--- src/rtl/eth_tx_frame_ctrl.sv ---
// rtl/eth_tx_frame_ctrl.sv - Ethernet transmit frame sequencer: preamble/SFD, payload, pad, FCS, IFG
module eth_tx_frame_ctrl #(
    parameter int PREAMBLE_LEN = 7,
    parameter int MIN_LEN      = 60,
    parameter int IFG_CYCLES   = 12,
    parameter int CRC_TIMEOUT  = 3
) (
    input  logic        clk,
    input  logic        rst_n,
    input  logic [7:0]  s_data,
    input  logic        s_valid,
    input  logic        s_last,
    output logic        s_ready,
    output logic [7:0]  m_data,
    output logic        m_valid,
    output logic        m_last,
    output logic        tx_err,
    output logic        crc_init,
    output logic        crc_calc,
    output logic        crc_finish,
    output logic        crc_data_valid,
    output logic [7:0]  crc_data,
    input  logic [31:0] crc_out,
    input  logic        crc_valid,
    output logic [15:0] frame_cnt,
    output logic [15:0] abort_cnt
);

    typedef enum logic [3:0] {
        ST_IDLE, ST_PRE, ST_SFD, ST_PAY, ST_PAD, ST_FIN, ST_WAIT, ST_FCS, ST_IFG
    } state_t;

    localparam logic [15:0] L_PRE_LAST  = 16'(PREAMBLE_LEN - 1);
    localparam logic [15:0] L_MIN_LEN   = 16'(MIN_LEN);
    localparam logic [15:0] L_TMO_LAST  = 16'(CRC_TIMEOUT - 1);
    // The IDLE cycle that samples the next s_valid is part of the gap after a frame;
    // after an abort the tx_err cycle itself is the first IFG cycle.
    localparam logic [15:0] L_IFG_FRAME = 16'(IFG_CYCLES - 2);
    localparam logic [15:0] L_IFG_ABORT = 16'(IFG_CYCLES - 1);

    state_t      r_state, w_state_nxt;
    logic [15:0] r_cnt, w_cnt_nxt;
    logic [15:0] r_byte_cnt, w_byte_cnt_nxt;
    logic [31:0] r_fcs, w_fcs_nxt;
    logic [15:0] r_frame_cnt, w_frame_cnt_nxt;
    logic [15:0] r_abort_cnt, w_abort_cnt_nxt;
    logic [7:0]  r_m_data, w_m_data_nxt;
    logic        r_m_valid, w_m_valid_nxt;
    logic        r_m_last, w_m_last_nxt;
    logic        r_tx_err, w_tx_err_nxt;
    logic        r_crc_init, w_crc_init_nxt;
    logic        r_crc_calc, w_crc_calc_nxt;
    logic        r_crc_finish, w_crc_finish_nxt;
    logic        r_crc_dv, w_crc_dv_nxt;
    logic [7:0]  r_crc_data, w_crc_data_nxt;
    logic [15:0] w_byte_inc;
    logic [7:0]  w_fcs_byte;
    logic        w_abort;
    logic        w_in_pay;
    logic        w_fcs_now;

    assign w_byte_inc = (r_byte_cnt < L_MIN_LEN) ? r_byte_cnt + 16'd1 : r_byte_cnt;

    always_comb begin
        w_fcs_byte = 8'h00;
        case (r_cnt[1:0])
            2'd1:    w_fcs_byte = r_fcs[15:8];
            2'd2:    w_fcs_byte = r_fcs[7:0];
            default: w_fcs_byte = 8'h00;
        endcase
    end

    always_ff @(posedge clk or negedge rst_n) begin
        if (!rst_n) begin
            r_state      <= ST_IDLE;
            r_cnt        <= 16'd0;
            r_byte_cnt   <= 16'd0;
            r_fcs        <= 32'd0;
            r_frame_cnt  <= 16'd0;
            r_abort_cnt  <= 16'd0;
            r_m_data     <= 8'h00;
            r_m_valid    <= 1'b0;
            r_m_last     <= 1'b0;
            r_tx_err     <= 1'b0;
            r_crc_init   <= 1'b0;
            r_crc_calc   <= 1'b0;
            r_crc_finish <= 1'b0;
            r_crc_dv     <= 1'b0;
            r_crc_data   <= 8'h00;
        end else begin
            r_state      <= w_state_nxt;
            r_cnt        <= w_cnt_nxt;
            r_byte_cnt   <= w_byte_cnt_nxt;
            r_fcs        <= w_fcs_nxt;
            r_frame_cnt  <= w_frame_cnt_nxt;
            r_abort_cnt  <= w_abort_cnt_nxt;
            r_m_data     <= w_m_data_nxt;
            r_m_valid    <= w_m_valid_nxt;
            r_m_last     <= w_m_last_nxt;
            r_tx_err     <= w_tx_err_nxt;
            r_crc_init   <= w_crc_init_nxt;
            r_crc_calc   <= w_crc_calc_nxt;
            r_crc_finish <= w_crc_finish_nxt;
            r_crc_dv     <= w_crc_dv_nxt;
            r_crc_data   <= w_crc_data_nxt;
        end
    end

    // Next state plus the registered outputs for the cycle being entered.
    always_comb begin
        w_state_nxt      = r_state;
        w_cnt_nxt        = r_cnt;
        w_byte_cnt_nxt   = r_byte_cnt;
        w_fcs_nxt        = r_fcs;
        w_frame_cnt_nxt  = r_frame_cnt;
        w_abort_cnt_nxt  = r_abort_cnt;
        w_m_data_nxt     = 8'h00;
        w_m_valid_nxt    = 1'b0;
        w_m_last_nxt     = 1'b0;
        w_tx_err_nxt     = 1'b0;
        w_crc_init_nxt   = 1'b0;
        w_crc_calc_nxt   = 1'b0;
        w_crc_finish_nxt = 1'b0;
        w_crc_dv_nxt     = 1'b0;
        w_crc_data_nxt   = 8'h00;
        w_abort          = 1'b0;

        case (r_state)
            ST_IDLE: begin
                if (s_valid) begin
                    w_state_nxt   = ST_PRE;
                    w_cnt_nxt     = 16'd0;
                    w_m_valid_nxt = 1'b1;
                    w_m_data_nxt  = 8'h55;
                end
            end
            ST_PRE: begin
                w_m_valid_nxt = 1'b1;
                if (r_cnt == L_PRE_LAST) begin
                    w_state_nxt    = ST_SFD;
                    w_m_data_nxt   = 8'hD5;
                    w_crc_init_nxt = 1'b1;
                end else begin
                    w_cnt_nxt    = r_cnt + 16'd1;
                    w_m_data_nxt = 8'h55;
                end
            end
            ST_SFD: begin
                w_state_nxt    = ST_PAY;
                w_byte_cnt_nxt = 16'd0;
                w_crc_calc_nxt = 1'b1;
            end
            ST_PAY: begin
                if (!s_valid) begin
                    w_abort = 1'b1;
                end else begin
                    w_byte_cnt_nxt = w_byte_inc;
                    if (!s_last) begin
                        w_crc_calc_nxt = 1'b1;
                    end else if (w_byte_inc < L_MIN_LEN) begin
                        w_state_nxt    = ST_PAD;
                        w_m_valid_nxt  = 1'b1;
                        w_crc_calc_nxt = 1'b1;
                        w_crc_dv_nxt   = 1'b1;
                    end else begin
                        w_state_nxt      = ST_FIN;
                        w_crc_finish_nxt = 1'b1;
                    end
                end
            end
            ST_PAD: begin
                w_byte_cnt_nxt = w_byte_inc;
                if (w_byte_inc == L_MIN_LEN) begin
                    w_state_nxt      = ST_FIN;
                    w_crc_finish_nxt = 1'b1;
                end else begin
                    w_m_valid_nxt  = 1'b1;
                    w_crc_calc_nxt = 1'b1;
                    w_crc_dv_nxt   = 1'b1;
                end
            end
            ST_FIN: begin
                w_state_nxt = ST_WAIT;
                w_cnt_nxt   = 16'd0;
            end
            ST_WAIT: begin
                if (crc_valid) begin
                    w_fcs_nxt     = crc_out;
                    w_state_nxt   = ST_FCS;
                    w_cnt_nxt     = 16'd1;
                    w_m_valid_nxt = 1'b1;
                    w_m_data_nxt  = crc_out[23:16];
                end else if (r_cnt == L_TMO_LAST) begin
                    w_abort = 1'b1;
                end else begin
                    w_cnt_nxt = r_cnt + 16'd1;
                end
            end
            ST_FCS: begin
                if (r_cnt == 16'd3) begin
                    w_frame_cnt_nxt = r_frame_cnt + 16'd1;
                    w_state_nxt     = ST_IFG;
                    w_cnt_nxt       = L_IFG_FRAME;
                end else begin
                    w_cnt_nxt     = r_cnt + 16'd1;
                    w_m_valid_nxt = 1'b1;
                    w_m_data_nxt  = w_fcs_byte;
                    w_m_last_nxt  = (r_cnt == 16'd2);
                end
            end
            ST_IFG: begin
                if (r_cnt == 16'd0) begin
                    w_state_nxt = ST_IDLE;
                end else begin
                    w_cnt_nxt = r_cnt - 16'd1;
                end
            end
            default: begin
                w_state_nxt = ST_IDLE;
            end
        endcase

        if (w_abort) begin
            w_state_nxt     = ST_IFG;
            w_cnt_nxt       = L_IFG_ABORT;
            w_tx_err_nxt    = 1'b1;
            w_abort_cnt_nxt = r_abort_cnt + 16'd1;
        end
    end

    // Payload passes straight through in PAY; FCS byte 0 leaves in the same cycle crc_valid arrives.
    assign w_in_pay  = (r_state == ST_PAY);
    assign w_fcs_now = (r_state == ST_WAIT) && crc_valid;

    assign s_ready        = w_in_pay;
    assign m_valid        = w_in_pay ? s_valid : (w_fcs_now | r_m_valid);
    assign m_data         = w_in_pay ? s_data : (w_fcs_now ? crc_out[31:24] : r_m_data);
    assign crc_data_valid = w_in_pay ? s_valid : r_crc_dv;
    assign crc_data       = w_in_pay ? s_data : r_crc_data;
    assign m_last         = r_m_last;
    assign tx_err         = r_tx_err;
    assign crc_init       = r_crc_init;
    assign crc_calc       = r_crc_calc;
    assign crc_finish     = r_crc_finish;
    assign frame_cnt      = r_frame_cnt;
    assign abort_cnt      = r_abort_cnt;

endmodule
--- config.mk ---
export PLATFORM = sky130hd
export DESIGN_NAME = eth_tx_frame_ctrl
export DESIGN_NICKNAME = d
export VERILOG_FILES = /design/src/rtl/eth_tx_frame_ctrl.sv
export SDC_FILE = /design/constraint.sdc
export NUM_CORES = 1
export LEC_CHECK = 0
export ABC_CLOCK_PERIOD_IN_PS = 2200
export BUFFER_PORTS_ARGS = -buffer_cell sky130_fd_sc_hd__buf_4
export CAP_MARGIN = 10
export CORE_ASPECT_RATIO = 0.7
export CORE_MARGIN = 8
export CORE_UTILIZATION = 34
export CTS_BUF_LIST = sky130_fd_sc_hd__clkbuf_4 sky130_fd_sc_hd__clkbuf_8
export DETAILED_ROUTE_END_ITERATION = 12
export PLACE_DENSITY_LB_ADDON = 0.15
export SLEW_MARGIN = 5
export SYNTH_ARGS = -nofsm -noshare
export SYNTH_HDL_FRONTEND = slang
export SYNTH_SLANG_ARGS = --single-unit
--- constraint.sdc ---
create_clock -name clk -period 2.2 [get_ports clk]
set_input_delay 0.22 -clock clk [delete_from_list [all_inputs] [get_ports clk]]
set_output_delay 0.22 -clock clk [all_outputs]
set_load 0.03 [all_outputs]
==> results.cfg, run 1 <==
[grt]
grt_use_total_pct = 16.1
antenna_found_initial = 0
grt_pass1_vias = 5412
grt_pass1_wl_um = 28300
overflow = 0
grt_max_degree = 44

[synthesis]
synth_commonest_cells = 100 x nand2_1, 99 x dfrtp_1, 36 x nand3_1
syn-num-nets = 665
seq_area_frac_synth_pct = 43.5
yosysWarnings = 0
yosysUniqueCellTypes = 74
yosysTopAreaCell = dfrtp_1
synth_top_area_share_pct = 43.5
ys_ff_latch = 99
yosys_most_used_dff = dfrtp_1
ys_top_cells_by_area = dfrtp_1 43%, nand2_1 6.6%, xnor2_1 4.3%, nand3_1 3.2%, o21ai_0 2.3%
netlist_area_mm2 = 0.00570
syn_inst = 612
synth_edf_count = 0
syn_avg_cell_area_um2 = 9.31
synth_async_sr_flop_share_pct = 100
synth_most_common_cell = nand2_1

[drt]
wl_met3_um = 993
vias = 5432
dr_wl_met2_um = 7910
drc = 0
wl_met1_um = 8490
wl_um = 17500
drt_first_pass_iters = 6
drt-initial-drc-count = 412
top_layer = met4
final_antenna_net_count = 0
viasPerCell = 5.28
wl_per_cell_um = 17.0

[place]
place_congestion = 0.860
port_buffers = 100
hpwl_um = 12700
placed_cell_area_mm2 = 0.00733
place_inst = 988
place_ws_ns = -0.0870

[floorplan]
fp.coreArea_mm2 = 0.0163
rows = 39
die_x_um = 171
ios = 101
die_y_um = 124
initial_core_util_pct = 34.9
die-area_mm2 = 0.0212

[cts]
clk_latency_ns = 0.37
cts_root_buf = clkbuf_8
cts_sinks = 99
htreeDepth = 3
clk_path_buf_depth = 2
cts_tree = done
numCtsBuffers = 9
path_clk_slew_ns = 0.11

[final_layout]
seq_area_mm2 = 0.00248
final_cell_area_mm2 = 0.00813
n_antenna_cell = 0
syn_to_final_growth_pct = 42.7
final_cells = 1028
nets = 852
drive_above_1_share_pct = 37.6
n_fill_cell = 1505
multi_input_area_mm2 = 0.00339

[timing]
fmax_mhz = 442
finalHoldViolCount = 0
setup_ws_ns = -0.0625
finalCritPeriodShare_pct = 103
rsz0062_at_grt = yes
slew_headroom_pct = 59.1
min_period_ns = 2.26
setup-violations-final = 19
worst_slew_pin_slew_ns = 0.612
final_max_slew_viol_count = 0
finalSetupTns_ns = -0.451
skew_ns = 0.0123

[run_status]
outcome = finished with violations
violations = negative setup slack

[power_and_ir_drop]
leakage_nw = 3.83
ir_worst_vdd_v = 0.000507
power_density_mw_per_mm2 = 1100
p_sw_share_pct = 43.2
switchingPower_mw = 3.88
power_frac_clock_pct = 12.7
seq_power_share_pct = 27.6
internal_power_mw = 5.11
combPwrFrac_pct = 59.6
power_mw = 8.98

[setup_path]
path_max_fanout = 5
critPathArrivalTime_ns = 2.53
critPathRequiredTime_ns = 2.47
critPathLaunchType = flop
critPathKind = reg -> reg
cp-end-kind = flop

[worst_hold_path]
hold_class = in -> reg

[job]
maxCapViolations = 0
[area by class of cell]
| class | instances | area share (%) |
|---|---|---|
| Clock buffer | 10 | 1.62 |
| Inverter | 14 | 0.677 |
| Multi-Input combinational cell | 466 | 41.7 |
| Tap cell | 225 | 3.46 |
| Clock inverter | 5 | 0.554 |
| Sequential cell | 99 | 30.5 |
| Timing Repair Buffer | 209 | 21.5 |
[per-layer routing]
layer,vias up,global-route usage (%)
met1,2678,22.9
met5,-,0
li1,2578,-
met2,167,24.5
met4,0,2.78
met3,9,3.99
[per-stage QoR]
stage                     hold slack [ns]  util [%]
after floorplan                   -0.0756         -
after global placement              0.211      44.8
after detailed placement            0.215      44.8
after CTS                         0.00516      47.3
after global routing              0.00592      49.8
final                              0.0277      49.8
[state kept, by name (all words and copies together) (netlist names), 4 cells and up]
signal / count
abort_cnt: 16
frame_cnt: 16
r_byte_cnt: 16
r_cnt: 16
r_fcs: 16
r_m_data: 8
r_state: 4
[kinds of logic after synthesis]
| logic type | Yosys count | synth area share, % |
|---|---|---|
| flip-flops | 99 | 43.5 |
| AND/OR/NAND/NOR | 276 | 25.7 |
| buffers and inverters | 48 | 3.88 |
| multiplexers | 13 | 2.37 |
| XOR/XNOR | 42 | 6.45 |
| AO/OA/AOI/OAI | 126 | 16.4 |
| adder cells (fa/ha/maj) | 8 | 1.76 |
[what timing repair did]
action / CTS / global route
setup endpoints to repair: 56 / 69
setup buffers: 6 / 13
cloned: 2 / 2
gates resized for setup: 32 / 49
hold buffers: 1 / 1
hold endpoints to repair: 32 / 1
pin swaps: 8 / 31
[worst max-delay path, stage by stage, from the launching register on]
cell and delay, ns:
dfrtp_1 0.39, or3_4 0.41, or3_4 0.45, a211oi_4 0.32
buf_4 0.18, a31o_4 0.14, o32ai_2 0.10, a22o_1 0.18
[power by group through the flow]
stage | clock network (mW) | registers [mW] | logic, mW
global placement | 0 | 2.48 | 4.53
finish | 1.14 | 2.48 | 5.36
detailed placement | 0 | 2.50 | 4.58
CTS | 1.19 | 2.48 | 4.84
global route | 1.26 | 2.53 | 5.74
floorplan | 0 | 2.52 | 2.72
[final timing paths]
| check | endpoint | start | cells after the start | slack (ns) |
|---|---|---|---|---|
| worst max-delay path | r_cnt[6] | r_cnt[12] | 7 | -0.06 |
| worst min-delay path | r_fcs[0] | crc_out[0] | 3 | 0.03 |
| worst max register to register | r_cnt[6] | r_cnt[12] | 7 | -0.06 |
| worst min register to register | frame_cnt[15] | frame_cnt[15] | 1 | 0.48 |
| max in group asynchronous | r_fcs[2] | rst_n | 3 | 1.15 |
| min in group asynchronous | r_fcs[1] | rst_n | 2 | 0.33 |
[cells in the final DEF, fill, tap and decap left out, types with 7 or more instances in the layout]
| cell type | instances |
|---|---|
| and3_1 | 8 |
| clkbuf_8 | 9 |
| xor2_1 | 14 |
| buf_12 | 7 |
| dfrtp_1 | 97 |
| o21ai_0 | 21 |
| buf_4 | 185 |
| nand3_1 | 30 |
| o211ai_1 | 9 |
| mux2i_1 | 7 |
| nor3_1 | 9 |
| inv_1 | 11 |
| a22oi_1 | 8 |
| nor2b_1 | 12 |
| nand4_1 | 16 |
| buf_6 | 11 |
| a21oi_1 | 13 |
| nor2_1 | 26 |
| o21bai_1 | 8 |
| nand2_1 | 98 |
| and2_1 | 10 |
| nand3_2 | 7 |
| xnor2_1 | 28 |
No activity file was read; power rests on OpenSTA's default activity.
==> run 2: changes to the inputs <==
- CORE_UTILIZATION: 34 -> 35
- TNS_END_PERCENT: not set -> 50
==> results.cfg, run 2 (synthesized netlist as in run 1, its figures left out) <==
[run_status]
outcome = finished with violations
violations = negative setup slack

[timing]
skew_ns = 0.0180
final_max_slew_viol_count = 0
whs_ns = 0.0229
setup-violations-final = 34
finalHoldViolCount = 0
rsz0062_at_grt = yes
worst_slew_pin_slew_ns = 0.638
setup_ws_ns = -0.0890
min_period_ns = 2.29
slew_headroom_pct = 57.4
finalCritPeriodShare_pct = 104
fmax_mhz = 437

[drt]
wl_per_cell_um = 18.0
viasPerCell = 5.40
drt_first_pass_iters = 5
vias = 5524
drc = 0
final_antenna_net_count = 0
drt-initial-drc-count = 419
wl_um = 18400

[final_layout]
drive_above_1_share_pct = 38.8
nets = 866
fin_util_pct = 51.9
final_cell_mix = 185 x buf_4, 99 x nand2_1, 97 x dfrtp_1, 28 x xnor2_1, 27 x nor2_1
n_antenna_cell = 0
syn_to_final_growth_pct = 46.5
layout_commonest_cell = buf_4
final_cell_area_mm2 = 0.00835

[floorplan]
die_x_um = 169
die-area_mm2 = 0.0207
die_y_um = 123
rows = 39
ios = 101
initial_core_util_pct = 35.4
fp.coreArea_mm2 = 0.0161

[setup_path]
crit_buf_inv = 1
critPathKind = reg -> reg
crit_family = simple AND/OR/NAND/NOR gates
cp-end-kind = flop
path_max_fanout = 7
crit_path_frequent_cell = or3_4
cp_cell_sequence = or3_4 -> or3_4 -> buf_6 -> o21ai_4 -> and2_4 -> o41ai_2 -> a22o_1
r2r_setup_slack_ns = -0.09
reg2reg_depth = 7
critPathArrivalTime_ns = 2.57
r2r-end = r_cnt[6]
crit_path_top_delay_cell = or3_4
max_stage_delay_ns = 0.43
critPathRequiredTime_ns = 2.48
r2r_start = r_cnt[11]
critPathLaunchType = flop

[place]
place_congestion = 0.902
port_buffers = 100
hpwl_um = 13000
placed_cell_area_mm2 = 0.00735
place_ws_ns = -0.119

[power_and_ir_drop]
leakage_nw = 3.92
power_density_mw_per_mm2 = 1120
power_mw = 9.32
ir_worst_vdd_v = 0.000377

[grt]
grt_pass1_wl_um = 29300
grt_max_degree = 49
grt_use_total_pct = 17.7
overflow = 0
antenna_found_initial = 0
grt_pass1_vias = 5624

[cts]
numCtsBuffers = 9
cts_root_buf = clkbuf_8
clk_path_buf_depth = 2
path_clk_slew_ns = 0.10
htreeDepth = 3
cts_sinks = 99
clk_latency_ns = 0.40
cts_tree = done

[worst_hold_path]
hold_class = in -> reg
min_path_cells = 3
hold_start = crc_out[9]
hold_end = r_fcs[9]

[job]
maxCapViolations = 0
[run 2: how the worst max path moves through the flow]
stage,start,to,slack (ns),depth (start not counted)
after global routing,r_state[2],m_data[7],-0.20,8
final,r_cnt[11],r_cnt[6],-0.09,7
after global placement,r_cnt[12],r_cnt[6],-0.05,7
after detailed placement,r_cnt[12],r_cnt[6],-0.12,7
after CTS,r_state[3],m_data[0],-0.11,8
after floorplan,r_state[0],m_data[5],-0.10,5
[run 2: metrics by stage]
step / std cells / TNS, ns
2_1_floorplan: 612 / -0.728
3_3_place_gp: 976 / -0.397
4_1_cts: 1014 / -1.40
5_1_grt: 1023 / -5.34
3_5_place_dp: 976 / -1.34
6_report: 1023 / -1.63
[run 2: layout make-up]
| cell class | instances | area [um^2] |
|---|---|---|
| well taps | 205 | 256 |
| clock inverters | 6 | 82.6 |
| clock buffers | 10 | 131 |
| multi-input cells | 466 | 3420 |
| inverters | 14 | 57.6 |
| flip-flops and latches | 99 | 2480 |
| repair buffers | 223 | 1920 |
| fillers | 1459 | 7750 |
[run 2: power by group]
| group | leakage, nW | total, mW | switching, mW | internal (mW) |
|---|---|---|---|---|
| logic | 2.49 | 5.54 | 2.95 | 2.59 |
| registers | 1.33 | 2.48 | 0.294 | 2.18 |
| clock network | 0.105 | 1.30 | 0.741 | 0.563 |
[run 2: layer usage]
layer | track usage, % | up-vias | part of all wire (%)
li1 | - | 2599 | -
met1 | 24.9 | 2728 | 48
met2 | 26.7 | 181 | 45
met3 | 4.60 | 16 | 5.9
met4 | 4.45 | 0 | 0.96
met5 | 0 | - | 0
[run 2: tightest hold or removal path, stage by stage]
cell and delay [ns]:
buf_4 0.08, nand2_1 0.04, nand2_1 0.05
[run 2: repair_timing]
action                     4_1_cts  5_1_grt
buffers inserted                13        9
gates resized for setup         37       66
setup endpoints to repair       44       66
hold endpoints to repair        48        1
cloned                           4        0
pin swaps                       23       36
hold buffers                     5        1
==> run 3: changes to the inputs <==
- ABC_CLOCK_PERIOD_IN_PS: 2200 -> 2400
- clock period: 2.2 -> 2.4 ns (I/O delays scaled with it)
==> results.cfg, run 3 (synthesized netlist as in run 1, its figures left out) <==
[worst_hold_path]
hold_end = r_fcs[1]
min_path_cells = 3
hold_start = crc_out[1]
hold_class = in -> reg

[timing]
skew_ns = 0.0133
slew_headroom_pct = 58.0
setup-violations-final = 0
rsz0062_at_grt = yes
final_max_slew_viol_count = 0
fmax_mhz = 428
finalSetupTns_ns = 0
finalCritPeriodShare_pct = 97.4
worst_slew_pin_slew_ns = 0.628
min_period_ns = 2.34
finalHoldViolCount = 0

[power_and_ir_drop]
ir_worst_vdd_v = 0.000358
power_density_mw_per_mm2 = 990
power_mw = 7.22
leakage_nw = 3.43

[drt]
drt-initial-drc-count = 438
vias = 5118
final_antenna_net_count = 0
wl_per_cell_um = 16.7
drc = 0
wl_um = 16000
drt_first_pass_iters = 5
viasPerCell = 5.34

[grt]
antenna_found_initial = 0
grt.busiest_layer = met2
grt_use_total_pct = 15.5
overflow = 0
met2_usage_pct = 23.2
use_met1_pct = 22.1
grtUsageMet3_pct = 3.95
grt_pass1_vias = 5090
grt_pass1_wl_um = 26000
grt_max_degree = 61

[setup_path]
reg2reg_depth = 8
crit_family = simple AND/OR/NAND/NOR gates
cp_cell_sequence = inv_2 -> ha_4 -> nor4bb_4 -> nand3b_1 -> o21a_1 -> or4_1 -> o31ai_1 -> o21ai_1
critPathLaunchType = flop
r2r_setup_slack_ns = 0.06
critPathRequiredTime_ns = 2.66
critPathArrivalTime_ns = 2.59
r2r-end = r_state[1]
cp_num_cells = 8
r2r_start = r_cnt[0]
max_stage_delay_ns = 0.56
critPathKind = reg -> reg
cp-end-kind = flop
crit_buf_inv = 1
crit_path_top_delay_cell = or4_1
path_max_fanout = 4

[floorplan]
initial_core_util_pct = 35.4
rows = 39
die_y_um = 123
fp.coreArea_mm2 = 0.0161
die_x_um = 169
die-area_mm2 = 0.0207
ios = 101

[cts]
clk_path_buf_depth = 2
numCtsBuffers = 9
path_clk_slew_ns = 0.10
cts_sinks = 99
clk_latency_ns = 0.38
cts_root_buf = clkbuf_8
htreeDepth = 3
cts_tree = done

[place]
place_congestion = 0.836
port_buffers = 100
hpwl_um = 11900

[final_layout]
final_cell_mix = 156 x buf_4, 99 x nand2_1, 95 x dfrtp_1, 35 x nand3_1, 31 x nor2_1
syn_to_final_growth_pct = 27.9
layout_commonest_cell = buf_4
fin_util_pct = 45.3
n_antenna_cell = 0
drive_above_1_share_pct = 28.8
nets = 803

[job]
maxCapViolations = 0

[run_status]
outcome = finished, final reports clean
-- run 3: cell count changes in the layout (fill, tap and decap cells not counted), sizes merged --
cell / before / now
and2: 12 / 11
dlygate4sd3: 6 / 1
clkinvlp: 1 / 2
bufbuf: 2 / 0
clkinv: 3 / 1
buf: 215 / 160
-- run 3: worst min-delay path: stages --
cell and delay (ns):
buf_4 0.08, nand2_1 0.04, nand2_1 0.04
-- run 3: report_power, final --
group	switching, mW	leakage (nW)	internal [mW]
combinational	2.20	2.01	1.61
sequential	0.309	1.33	2.00
clock	0.610	0.0924	0.494
-- run 3: area by class of cell --
type / count / area (um^2)
fill: 1564 / 8810
multi-input combinational: 465 / 3060
sequential: 99 / 2480
timing repair buffer: 161 / 1240
tap: 205 / 256
clock buffer: 10 / 131
clock inverter: 5 / 62.6
inverter: 14 / 52.6
-- run 3: how the worst max path moves through the flow --
stage	endpoint	from	slack, ns
floorplan	r_cnt[3]	r_cnt[0]	0.008
global placement	r_cnt[6]	r_state[2]	0.08
detailed placement	r_state[1]	r_cnt[0]	-0.01
CTS	r_state[1]	r_cnt[0]	0.007
global route	m_data[4]	r_state[2]	-0.009
finish	r_state[1]	r_cnt[0]	0.06
-- run 3: per-stage QoR --
| step | hold WS [ns] | setup slack, ns | instance area (um^2) | instances |
|---|---|---|---|---|
| after floorplan | -0.0556 | 0.00843 | 5700 | 612 |
| after global placement | 0.0708 | 0.0832 | 7000 | 940 |
| after detailed placement | 0.0672 | -0.0127 | 7000 | 940 |
| after CTS | 0.0237 | 0.00657 | 7230 | 956 |
| after global routing | 0.0286 | -0.00938 | 7290 | 959 |
| final | 0.0484 | 0.0625 | 7290 | 959 |
-- run 3: routing by layer --
layer,vias up,share of wire (%),wire (um)
li1,2474,-,-
met3,15,6.4,1020
met4,0,1.1,170
met1,2457,50,7990
met5,-,0,0
met2,172,42,6780
-- run 3: timing repair --
item,4_1_cts,5_1_grt
setup endpoints to repair,11,23
pin swaps,0,1
setup buffers,0,3
hold endpoints to repair,65,0
hold buffers,1,0
gates cloned,0,0
gates resized for setup,9,9
